$ cat src/rtl/cdc_hs_pkg.sv
// Shared types and limits for the four-phase req/ack CDC handshake.
// Holds the handshake FSM state encoding, default widths and sync-depth bounds.
package cdc_hs_pkg;

    typedef enum logic [1:0] {
        IDLE = 2'd0,
        HOLD = 2'd1,
        ACK  = 2'd2
    } hs_state_e;

    localparam int DEF_DATA_W      = 8;
    localparam int DEF_SYNC_STAGES = 2;
    localparam int DEF_CNT_W       = 16;

    localparam int SYNC_MIN = 2;
    localparam int SYNC_MAX = 4;

    function automatic bit sync_stages_ok(input int n);
        return (n >= SYNC_MIN) && (n <= SYNC_MAX);
    endfunction

endpackage

$ cat src/rtl/cdc_sync_bit.sv
// N-flop single-bit level synchronizer with async active-low reset to 0.
// Ports: clk_i, rst_ni, d_i (async level in), q_o (synchronized level out).
module cdc_sync_bit #(
    parameter int N = 2
) (
    input  logic clk_i,
    input  logic rst_ni,
    input  logic d_i,
    output logic q_o
);

    logic [N-1:0] sync_q;

    always_ff @(posedge clk_i or negedge rst_ni) begin
        if (!rst_ni) begin
            sync_q <= '0;
        end else begin
            sync_q <= {sync_q[N-2:0], d_i};
        end
    end

    assign q_o = sync_q[N-1];

endmodule

$ cat src/rtl/dest_control.sv
// Destination half of a four-phase req/ack CDC: syncs req, captures data,
// hands it out on valid/ready, returns ack and counts completed transfers.
// Ports: clk_d, rst_n, req_in, data_in, data_ready -> ack_out, data_out,
//        data_valid, busy, proto_err, xfer_count.
module dest_control
    import cdc_hs_pkg::*;
#(
    parameter int DATA_W      = DEF_DATA_W,
    parameter int SYNC_STAGES = DEF_SYNC_STAGES,
    parameter int CNT_W       = DEF_CNT_W
) (
    input  logic              clk_d,
    input  logic              rst_n,
    input  logic              req_in,
    input  logic [DATA_W-1:0] data_in,
    input  logic              data_ready,
    output logic              ack_out,
    output logic [DATA_W-1:0] data_out,
    output logic              data_valid,
    output logic              busy,
    output logic              proto_err,
    output logic [CNT_W-1:0]  xfer_count
);

    if (!sync_stages_ok(SYNC_STAGES)) begin : g_bad_sync
        $error("dest_control: SYNC_STAGES out of range");
    end

    logic req_sync;

    cdc_sync_bit #(
        .N (SYNC_STAGES)
    ) u_req_sync (
        .clk_i  (clk_d),
        .rst_ni (rst_n),
        .d_i    (req_in),
        .q_o    (req_sync)
    );

    hs_state_e         state_q, state_d;
    logic              ack_q, ack_d;
    logic              valid_q, valid_d;
    logic              err_q, err_d;
    logic [DATA_W-1:0] data_q, data_d;
    logic [CNT_W-1:0]  cnt_q, cnt_d;

    logic hs_fire;
    assign hs_fire = valid_q && data_ready;

    // State and datapath registers
    always_ff @(posedge clk_d or negedge rst_n) begin
        if (!rst_n) begin
            state_q <= IDLE;
            ack_q   <= 1'b0;
            valid_q <= 1'b0;
            err_q   <= 1'b0;
            data_q  <= '0;
            cnt_q   <= '0;
        end else begin
            state_q <= state_d;
            ack_q   <= ack_d;
            valid_q <= valid_d;
            err_q   <= err_d;
            data_q  <= data_d;
            cnt_q   <= cnt_d;
        end
    end

    // Next-state logic
    always_comb begin
        state_d = state_q;
        unique case (state_q)
            IDLE: if (req_sync) state_d = HOLD;
            HOLD: if (hs_fire)  state_d = ACK;
            ACK:  if (!req_sync) state_d = IDLE;
            default: state_d = IDLE;
        endcase
    end

    // Datapath and registered-output next values
    always_comb begin
        ack_d   = ack_q;
        valid_d = valid_q;
        err_d   = err_q;
        data_d  = data_q;
        cnt_d   = cnt_q;
        unique case (state_q)
            IDLE: begin
                // data_in is stable once req_sync is seen high
                if (req_sync) begin
                    data_d  = data_in;
                    valid_d = 1'b1;
                end
            end
            HOLD: begin
                // Early req drop is flagged, delivery still proceeds
                if (!req_sync) err_d = 1'b1;
                if (hs_fire) begin
                    valid_d = 1'b0;
                    ack_d   = 1'b1;
                end
            end
            ACK: begin
                if (!req_sync) begin
                    ack_d = 1'b0;
                    cnt_d = cnt_q + CNT_W'(1);
                end
            end
            default: begin
                ack_d   = 1'b0;
                valid_d = 1'b0;
            end
        endcase
    end

    // Outputs
    assign ack_out    = ack_q;
    assign data_out   = data_q;
    assign data_valid = valid_q;
    assign proto_err  = err_q;
    assign xfer_count = cnt_q;
    assign busy       = (state_q != IDLE);

endmodule
$ cat config.mk
export PLATFORM = sky130hd
export DESIGN_NAME = dest_control
export DESIGN_NICKNAME = d
export VERILOG_FILES = /design/src/rtl/cdc_hs_pkg.sv /design/src/rtl/cdc_sync_bit.sv /design/src/rtl/dest_control.sv
export SDC_FILE = /design/constraint.sdc
export NUM_CORES = 1
export LEC_CHECK = 0
export BUFFER_PORTS_ARGS = -buffer_cell sky130_fd_sc_hd__buf_2
export CAP_MARGIN = 15
export CORE_ASPECT_RATIO = 1.25
export CORE_MARGIN = 3
export CORE_UTILIZATION = 49
export CTS_CLUSTER_SIZE = 10
export DETAILED_ROUTE_END_ITERATION = 6
export PLACE_DENSITY = 0.8
export SYNTH_ARGS = -nofsm -noshare
export SYNTH_HDL_FRONTEND = slang
export SYNTH_HIERARCHICAL = 1
export SYNTH_SLANG_ARGS = --single-unit
$ cat constraint.sdc
create_clock -name clk_d -period 1.92 [get_ports clk_d]
set_input_delay 0.192 -clock clk_d [delete_from_list [all_inputs] [get_ports clk_d]]
set_output_delay 0.192 -clock clk_d [all_outputs]
set_load 0.1 [all_outputs]
---- Word level (Yosys, flattened, before mapping) ----
Index checks and enable logic that the tools add are counted.
operators by class
  mux-type cells .......................... 10
  reductions and logical operators ........ 9
  bitwise logic cells ..................... 3
  eq/ne operators ......................... 5
  $add $sub $neg .......................... 1
operators with widths
  kind                                                 count
  adder 16 x 1 -> 16 bit, second input constant        1
  AND reduction 3 bit                                  3
  2-to-1 mux 2 bit                                     3
  one-hot mux 1 bit (3 select lines)                   2
  one-hot mux 2 bit (3 select lines)                   1
  AND reduction 2 bit                                  3
  2-to-1 mux 1 bit                                     4
  != test 2 bit, second input constant                 2
  NOT 1 bit                                            3
  equality test 2 x 1 -> 1 bit, second input constant  1
  equality test 2 bit, second input constant           1
  zero test 2 bit                                      1
  != test 2 x 1 -> 1 bit, second input constant        1
  nonzero test 2 bit                                   1
  logical AND 1 bit                                    1
storage, ports and cells
  word-level logic and storage cells ...... 35
  register bits after elaboration ......... 31
  output and inout bits ................... 28
  input bits .............................. 12

---- Depth between registers and ports, before layout ----
Gate-level depths: netlist (run 1).
  depth after elaboration ................. 3
  mapped depth ............................ 5
  depth with buffers taken out ............ 4

---- By module ----
The synthesis (run 1) kept the hierarchy.
modules (own cells, without submodules)
  module        sequential area each (um2)  cells an instance  times used  area each (um2)
  dest_control  725.7                       96                 1           1255.0
  cdc_sync_bit  50.0                        2                  1           50.0

---- Worst setup path before layout (run 1) ----
No wires, ideal clock.
  path kind ............................... flip-flop to flip-flop
  start ................................... register cnt_q[2] (netlist: xfer_count[2])
  end ..................................... register cnt_q[15] (netlist: xfer_count[15])
  stages on the path, launching flop included .. 5
  setup slack ............................. -57 ps
  required time ........................... 1762 ps
  path buffers ............................ 0
  clock period less this slack ............ 1977 ps
  data arrival time ....................... 1819 ps
  library setup time ...................... 158 ps
  cell sequence ........................... dfrtp_1 -> and4_1 -> and3_2 -> nand4_1 -> xnor2_1
between the ends
  longest elaborated chain between the ends .. 1
RTL lines
  item                      line                 text
  start: declaration        dest_control.sv:45   logic [CNT_W-1:0] cnt_q, cnt_d;
  start signal: assignment  dest_control.sv:65   cnt_q <= cnt_d;
  adder 16 x 1 -> 16 bit    dest_control.sv:106  cnt_d = cnt_q + CNT_W'(1);
No other way between the ends.
A chain may end at the register's enable or synchronous reset.

---- Worst setup path after layout (run 1) ----
  start ................................... register state_q[0]
  end ..................................... register cnt_q[6] (netlist: xfer_count[6])
between the ends
  longest elaborated chain between the ends .. 2
RTL lines
  item                           line                text
  start: declaration             dest_control.sv:40  hs_state_e state_q, state_d;
  start signal: assignment       dest_control.sv:60  state_q <= state_d;
  equality test 2 bit            dest_control.sv:87  unique case (state_q)
  AND reduction 2 bit (no line)  --
No other way between the ends.

==> impl_metrics.tcl, run 1 <==
set metrics [dict create \
    critPathArrivalTime_ns 1.91 \
    synth_nets 111 \
    antenna_found_initial 0 \
    synth_cell_type_count 30 \
    synthArstFlopShare 1.000 \
    min_to "data_out[2]" \
    die-area_um2 3323 \
    top_layer "met4" \
    crit_fanout 11 \
    vias 912 \
    synth_compound_area_frac 0.03452 \
    synth-seq-area-share 0.5944 \
    grt_pass1_wl_um 3712 \
    htree_levels 2 \
    dieHeight_um 63.70 \
    die_w_um 52.16 \
    reg2reg_depth 4 \
    rr_endpoint "xfer_count[6]" \
    cp_top_family "simple AND/OR/NAND/NOR gates" \
    io_buffers 39 \
    grt_max_degree 32 \
    yosys_warnings 6 \
    cts_tree "done" \
    r2r_slack_ns 0.26 \
    slew_headroom 0.5589 \
    ctsResizeCount 0 \
    synth_cells 98 \
    place.detailed.hpwl_um 1640 \
    slew_violations 0 \
    gp_congestion 0.7856 \
    drc 0 \
    routed_via_density 5.124 \
    m1WireLength_um 1003 \
    grt_setup_unrepaired "false" \
    setup_viol 0 \
    fin_setup_tns_ns 0 \
    synth_area_um2 1305 \
    final_hold_viol_count 0 \
    synth.avg_cell_area_um2 13.32 \
    crit_buf_inv 0 \
    holdPathStages 2 \
    synth_mux_area_frac 0.07766 \
    drive_gt1_frac 0.4966 \
    fin_skew_ns 0.009499 \
    overflow 0 \
    synth_top_family_by_area "simple AND/OR/NAND/NOR gates" \
    nNetsFinal 158 \
    grt_pass1_vias 846 \
    post-route-cell-area_um2 1618 \
    core.rowCount 20 \
    synth_xor_area_frac 0.1064 \
    status "complete, no violations" \
    crit_path_start_kind "flop" \
    clk_latency_ns 0.31 \
    synth_fa_ha_area_frac 0.009588 \
    num-fill-cells 194 \
    met3_length_um 158 \
    yosys-top-cells-area "dfrtp_1 (59%), mux2_2 (7.8%), xnor2_1 (6.7%)" \
    synthSimpleGateAreaFrac 0.1620 \
    maxCapViolations 0 \
    dp_slack_ns 0.2630 \
    ys.flop_type "dfrtp_1" \
    cts_made_buffers 5 \
    area_growth_pct 23.97 \
    cts.path.max_buffers 2 \
    critPathKind "flop to flop" \
    wl_per_cell_um 12.47 \
    slowest_delay_ns 0.51 \
    synth_edf_count 0 \
    postCtsHoldBufs 2 \
    setup_ws_ns 0.2557 \
    grt_usage 0.1477 \
    synthTopCellsByCount "dfrtp_1 (31), xnor2_1 (10), mux2_2 (9), nand2_1 (9)" \
    yosysMostFrequentCell "dfrtp_1" \
    io_pins 40 \
    fin_crit_ns 1.664 \
    first_pass_iters 4 \
    tightest_slew_ns 0.6617 \
    cp_cell_sequence "nor3b_4, and4_4, and3_4, xor2_2" \
    clk_pin_slew_ns 0.09 \
    netlist.area_leader.share 0.5944 \
    core_area_um2 2477 \
    wl_met2_um 1025 \
    cp-end-kind "flop" \
    cts_root_buf "clkbuf_4" \
    min_from "data_in[2]" \
    fin_crit_sh 0.8668 \
    numClockSinks 31 \
    critPathSlowestCell "dfrtp_1" \
    reg2reg_from "state_q[0]" \
    cts_setup_buffers 0 \
    n_antenna_cell 0 \
    initialDrtViolationCount 17 \
    max_freq_mhz 600.9 \
    start_util 0.5268 \
    dpl_cell_area_um2 1541 \
    ant_nets 0 \
    synth_top_area_cell "dfrtp_1" \
    drt_wl_total_um 2219 \
    hold_class "input port to flop" \
    ys_seq_elements 31 \
    worstPathRequired_ns 2.17 \
]
[layout by cell type, fill, tap and decap left out]
master,synthesis,layout
a311oi_1,1,1
buf_4,0,1
and3_4,1,1
a21oi_1,1,1
nand3b_1,1,1
nand4_1,4,4
dfrtp_2,0,7
nor2_1,4,4
and4_4,1,1
clkbuf_4,0,5
and4_1,2,2
a21o_1,1,1
nor3b_4,1,1
inv_1,1,1
nand3_1,2,2
o22ai_1,2,2
nand4_2,1,1
and3_1,2,2
dfrtp_1,31,24
nor3b_2,1,1
mux2_2,9,9
and3_2,1,1
xor2_2,1,1
clkbuf_8,0,1
nand2_1,9,9
nor3_2,1,1
dlygate4sd3_1,0,2
clkinv_2,0,1
ha_1,1,1
o21ai_0,1,1
buf_2,1,39
or2_2,1,1
xnor2_1,10,10
a31oi_1,1,1
xor2_1,4,4
[how the worst max path moves through the flow]
stage | from | endpoint | slack [ns] | depth (start not counted)
floorplan | xfer_count[7] | xfer_count[14] | 0.004 | 4
global placement | state_q[0] | xfer_count[6] | 0.31 | 4
detailed placement | state_q[0] | xfer_count[6] | 0.26 | 4
CTS | state_q[0] | xfer_count[6] | 0.25 | 4
global route | state_q[0] | xfer_count[10] | 0.15 | 4
finish | state_q[0] | xfer_count[6] | 0.26 | 4
[cells by family (layout without fill, tap and decap cells)]
group / Yosys count / after routing
muxes: 9 / 9
and+or+nand+nor: 32 / 32
buffers and inverters: 3 / 50
AOI/OAI and AO/OA: 7 / 7
adders and majority gates: 1 / 1
xor gates and xnor gates: 15 / 15
DFF: 31 / 31
[final cells by class]
| cell class | instances | area (um2) | share of cell area |
|---|---|---|---|
| timing repair buffer | 42 | 222.7 | 0.1377 |
| inverter | 1 | 3.754 | 0.002320 |
| tap | 33 | 41.29 | 0.02552 |
| multi-input combinational | 64 | 509.2 | 0.3148 |
| clock inverter | 1 | 5.005 | 0.003094 |
| clock buffer | 6 | 51.30 | 0.03171 |
| sequential | 31 | 784.5 | 0.4849 |
[worst register-to-register path: stages (launching register included)]
cell and delay (ns):
dfrtp_1 0.51, nor3b_4 0.48, and4_4 0.30, and3_4 0.20, xor2_2 0.12
[state kept, by name, indices dropped and copies added (netlist names)]
signal             cells
ack_out                1
data_out               8
data_valid             1
proto_err              1
state_q                2
u_req_sync/sync_q      2
xfer_count            16
[metrics by stage]
step / cells / hold slack (ns) / util
2_1_floorplan: 98 / -0.1036 / -
3_3_place_gp: 169 / 0.2569 / 0.6222
3_5_place_dp: 169 / 0.2682 / 0.6222
4_1_cts: 178 / 0.08491 / 0.6530
5_1_grt: 178 / 0.07651 / 0.6530
6_report: 178 / 0.09855 / 0.6530
[metal layers]
| metal | GRT usage | vias to the layer above |
|---|---|---|
| met5 | 0 | - |
| met4 | 0.06709 | 0 |
| met3 | 0.04492 | 6 |
| met2 | 0.2248 | 36 |
| met1 | 0.1909 | 427 |
| li1 | - | 443 |
Power of run 1 is not shown: default switching activity piles up to over one toggle a cycle in this logic, so the estimate is an artifact.
==> run 2: changes to the inputs <==
--- a/config.mk
+++ b/config.mk
@@ -13,6 +13,8 @@
 export CTS_CLUSTER_SIZE = 10
 export DETAILED_ROUTE_END_ITERATION = 6
 export PLACE_DENSITY = 0.8
+export RECOVER_POWER = 100
+export SETUP_SLACK_MARGIN = 0.05
 export SYNTH_ARGS = -nofsm -noshare
 export SYNTH_HDL_FRONTEND = slang
 export SYNTH_HIERARCHICAL = 1
==> run 2 against run 1 <==
Compared with the run above:
- via count up 1.1%
- maximum frequency down 5.0%
- critical path depth unchanged
- clock skew down 0.0019 ns
- largest cell class unchanged
==> impl_metrics.tcl, run 2 (same netlist as run 1, synthesis figures left out) <==
set metrics [dict create \
    status "complete, no violations" \
    grt_max_degree 32 \
    fin_crit_ns 1.752 \
    grt_setup_unrepaired "false" \
    numPlacedInstances 169 \
    numClockSinks 31 \
    worstPathRequired_ns 2.18 \
    final_cell_mix "clkbuf_2 (29), dfrtp_1 (20), dfrtp_2 (11)" \
    clk_latency_ns 0.33 \
    fin_setup_tns_ns 0 \
    clk_pin_slew_ns 0.09 \
    n_antenna_cell 0 \
    drt_wl_total_um 2469 \
    holdPathStages 2 \
    fin_crit_sh 0.9125 \
    initialDrtViolationCount 18 \
    setup_viol 0 \
    htree_levels 2 \
    fin_skew_ns 0.007587 \
    nNetsFinal 158 \
    reg2reg_depth 4 \
    critPathArrivalTime_ns 2.01 \
    dpl_cell_area_um2 1546 \
    drc 0 \
    min_from "data_in[0]" \
    die_w_um 52.16 \
    hold_class "input port to flop" \
    io_pins 40 \
    cts.path.max_buffers 2 \
    start_util 0.5268 \
    vias 922 \
    dieHeight_um 63.70 \
    reg2reg_from "state_q[0]" \
    maxCapViolations 0 \
    critPathKind "flop to flop" \
    largest_register_ffs 16 \
    crit_path_start_kind "flop" \
    final_common_cell "clkbuf_2" \
    core_area_um2 2477 \
    max_freq_mhz 570.8 \
    drive_gt1_frac 0.4726 \
    ant_nets 0 \
    r2r_slack_ns 0.17 \
    critPathSlowestCell "dfrtp_1" \
    io_buffers 39 \
    place.detailed.hpwl_um 1830 \
    slew_headroom 0.5051 \
    antenna_found_initial 0 \
    cts_made_buffers 5 \
    area_growth_pct 21.76 \
    cts_root_buf "clkbuf_4" \
    cp_cell_sequence "nor3b_4, nand4_1, nor3_1, xor2_1" \
    final_hold_viol_count 0 \
    num-fill-cells 216 \
    seqCellArea_um2 789.5 \
    fin_cells 179 \
    cts_tree "done" \
    gp_congestion 0.7606 \
    die-area_um2 3323 \
    routed_via_density 5.151 \
    rr_endpoint "xfer_count[10]" \
    hold_slack_ns 0.09239 \
    cts_setup_buffers 0 \
    slowest_delay_ns 0.50 \
    crit_fanout 11 \
    grt_pass1_vias 929 \
    multiInputGateArea_um2 485.5 \
    overflow 0 \
    min_to "data_out[0]" \
    grt_pass1_wl_um 4071 \
    core.rowCount 20 \
    tightest_slew_ns 0.7423 \
    post-route-cell-area_um2 1589 \
    wl_per_cell_um 13.79 \
    grt_usage 0.1705 \
    slew_violations 0 \
    first_pass_iters 4 \
    cp-end-kind "flop" \
]
-- run 2: cell count changes in the layout (fill, tap and decap cells not counted), moves of 3 or more --
cell      change
dfrtp_1       -4
clkbuf_2     +29
dfrtp_2       +4
buf_2        -29
clkbuf_1      +3
-- run 2: critical path, delay by kind of cell, from the launching register on --
family	cells	cell delay, ns
simple gates	3	1.02
xor+xnor	1	0.17
flops	1	0.50
-- run 2: layout make-up --
cell class                      count  share of cell area
Clock inverter                      1            0.003150
Sequential cell                    31              0.4969
Multi-Input combinational cell     64              0.3055
Inverter                            1            0.002362
Clock buffer                        7             0.02835
Tap cell                           33             0.02598
Timing Repair Buffer               42              0.1378
-- run 2: metrics by stage --
step	util	setup slack (ns)
final	0.6414	0.1680
after global routing	0.6414	0.07348
after CTS	0.6525	0.2227
after detailed placement	0.6242	0.2460
after global placement	0.6242	0.3116
after floorplan	-	0.1972
-- run 2: how the worst max path moves through the flow --
| stage | startpoint | endpoint | slack (ns) |
|---|---|---|---|
| after floorplan | xfer_count[12] | xfer_count[15] | 0.20 |
| after CTS | state_q[0] | xfer_count[14] | 0.22 |
| after detailed placement | state_q[0] | xfer_count[14] | 0.25 |
| after global placement | state_q[0] | xfer_count[6] | 0.31 |
| after global routing | state_q[0] | xfer_count[10] | 0.07 |
| final | state_q[0] | xfer_count[10] | 0.17 |
-- run 2: layer usage --
metal  wire length [um]  up-vias  track usage
li1                   -      434            -
met1               1020      450       0.1834
met2               1228       32       0.2846
met3                167        6      0.07092
met4                 53        0      0.07668
met5                  0        -            0
-- run 2: timing repair --
action | CTS | global route
endpoints found under the hold margin | 32 | 0
hold buffers | 2 | 0
resized for setup | 0 | 0
endpoints found under the setup margin | 0 | 0
Power of run 2 is left out for the same reason.
==> run 3: changes to the inputs <==
--- a/config.mk
+++ b/config.mk
@@ -9,10 +9,10 @@
 export CAP_MARGIN = 15
 export CORE_ASPECT_RATIO = 1.25
 export CORE_MARGIN = 3
-export CORE_UTILIZATION = 49
+export CORE_UTILIZATION = 40
 export CTS_CLUSTER_SIZE = 10
 export DETAILED_ROUTE_END_ITERATION = 6
-export PLACE_DENSITY = 0.8
+export PLACE_DENSITY = 0.68
 export RECOVER_POWER = 100
 export SETUP_SLACK_MARGIN = 0.05
 export SYNTH_ARGS = -nofsm -noshare
==> constraint.sdc (replaced) <==
create_clock -name clk_d -period 1.8 [get_ports clk_d]
set_input_delay 0.18 -clock clk_d [delete_from_list [all_inputs] [get_ports clk_d]]
set_output_delay 0.18 -clock clk_d [all_outputs]
set_load 0.1 [all_outputs]
==> run 3 against run 2 <==
Compared with the run above:
- worst hold slack worse by 0.025 ns
- core utilization down 11 points
- final cell count up 2.8%
- register-to-register slack about the same
- global-route usage down 2.2 points
- sequential share of layout area down 0.81 points
- non-clock buffer count up 2
- count of clock-buffer cells in the layout down 2
- highest routed layer unchanged
==> impl_metrics.tcl, run 3 (same netlist as run 1, synthesis figures left out) <==
set metrics [dict create \
    status "complete, no violations" \
    grt_pass1_vias 1027 \
    cts_root_buf "clkbuf_4" \
    crit_fanout 10 \
    fin_skew_ns 0.007664 \
    place.detailed.hpwl_um 1840 \
    critPathArrivalTime_ns 1.50 \
    nNetsFinal 160 \
    grt_usage 0.1487 \
    cts_tree "done" \
    num-fill-cells 285 \
    final_cell_mix "clkbuf_2 (28), dfrtp_1 (20), dfrtp_2 (11)" \
    cts.path.max_buffers 2 \
    grt_setup_unrepaired "false" \
    top_usage_layer "met2" \
    final_hold_viol_count 0 \
    initialDrtViolationCount 22 \
    core.rowCount 22 \
    crit_path_start_kind "flop" \
    drive_gt1_frac 0.5000 \
    first_pass_iters 4 \
    grt_max_degree 32 \
    cp-end-kind "output pin" \
    tightest_slew_ns 0.7387 \
    io_buffers 39 \
    fin_crit_ns 1.676 \
    numClockSinks 31 \
    clk_pin_slew_ns 0.10 \
    worstPathRequired_ns 1.62 \
    fin_setup_tns_ns 0 \
    area_growth_pct 23.78 \
    maxCapViolations 0 \
    gp_congestion 0.7573 \
    routed_via_density 5.016 \
    gr-usage-met2 0.2465 \
    antenna_found_initial 0 \
    core_area_um2 3028 \
    slowest_delay_ns 0.41 \
    clk_latency_ns 0.33 \
    slew_violations 0 \
    final_common_cell "clkbuf_2" \
    grt_util_met3 0.05176 \
    crit_buf_inv 2 \
    multiInputGateArea_um2 486.7 \
    cp_cell_sequence "buf_4, or2_2, clkbuf_4" \
    htree_levels 2 \
    fin_crit_sh 0.9311 \
    cts_made_buffers 5 \
    start_util 0.4310 \
    n_antenna_cell 0 \
    grt_pass1_wl_um 4554 \
    die-area_um2 3988 \
    use_met1 0.1613 \
    critPathSlowestCell "dfrtp_1" \
    r2r_slack_ns 0.17 \
    cp_top_family "buffers and inverters" \
    setup_viol 0 \
    seqCellArea_um2 789.5 \
    dieHeight_um 69.86 \
    hold_class "input port to flop" \
    die_w_um 57.09 \
    overflow 0 \
    largest_register_ffs 16 \
    max_freq_mhz 596.7 \
    critPathKind "flop to output pin" \
    ant_nets 0 \
    vias 923 \
    io_pins 40 \
    drt_wl_total_um 2475 \
    slew_headroom 0.5075 \
    drc 0 \
    wl_per_cell_um 13.45 \
]
run 3: path summary, 6_finish.rpt:
kind | from | end | depth (start not counted)
min in group asynchronous | rst_n | xfer_count[13] | 2
worst min-delay path | data_in[2] | data_out[2] | 2
worst max-delay path | state_q[0] | busy | 3
worst max register to register | state_q[0] | data_out[1] | 4
worst min register to register | u_req_sync/sync_q[0] | u_req_sync/sync_q[1] | 0
max in group asynchronous | rst_n | xfer_count[1] | 2
run 3: through the flow:
step | hold slack (ns) | util | setup slack, ns | cell area (um2) | cells
global placement | 0.2500 | 0.5169 | 0.3587 | 1565 | 174
global route | 0.03451 | 0.5335 | 0.06328 | 1615 | 184
finish | 0.06742 | 0.5335 | 0.1241 | 1615 | 184
detailed placement | 0.2583 | 0.5169 | 0.2924 | 1565 | 174
floorplan | -0.1156 | - | 0.07717 | 1319 | 98
CTS | 0.04397 | 0.5426 | 0.05855 | 1643 | 184
run 3: cell type report:
type | instances | share of cell area
Clock buffer | 5 | 0.02324
Clock inverter | 3 | 0.01239
Tap cell | 36 | 0.02789
Multi-Input combinational cell | 64 | 0.3013
Inverter | 1 | 0.002324
Timing Repair Buffer | 44 | 0.1441
Sequential cell | 31 | 0.4888
run 3: repair_timing:
item | in CTS | in global routing
endpoints found under the hold margin | 32 | 0
hold buffers | 2 | 0
endpoints found under the setup margin | 0 | 1
buffers inserted | 0 | 0
resized for setup | 0 | 2
run 3: per-layer routing:
metal,vias to the layer above,share of wire
li1,441,-
met1,447,0.40
met2,29,0.52
met3,6,0.055
met4,0,0.026
met5,-,0
Power of run 3 is left out for the same reason.
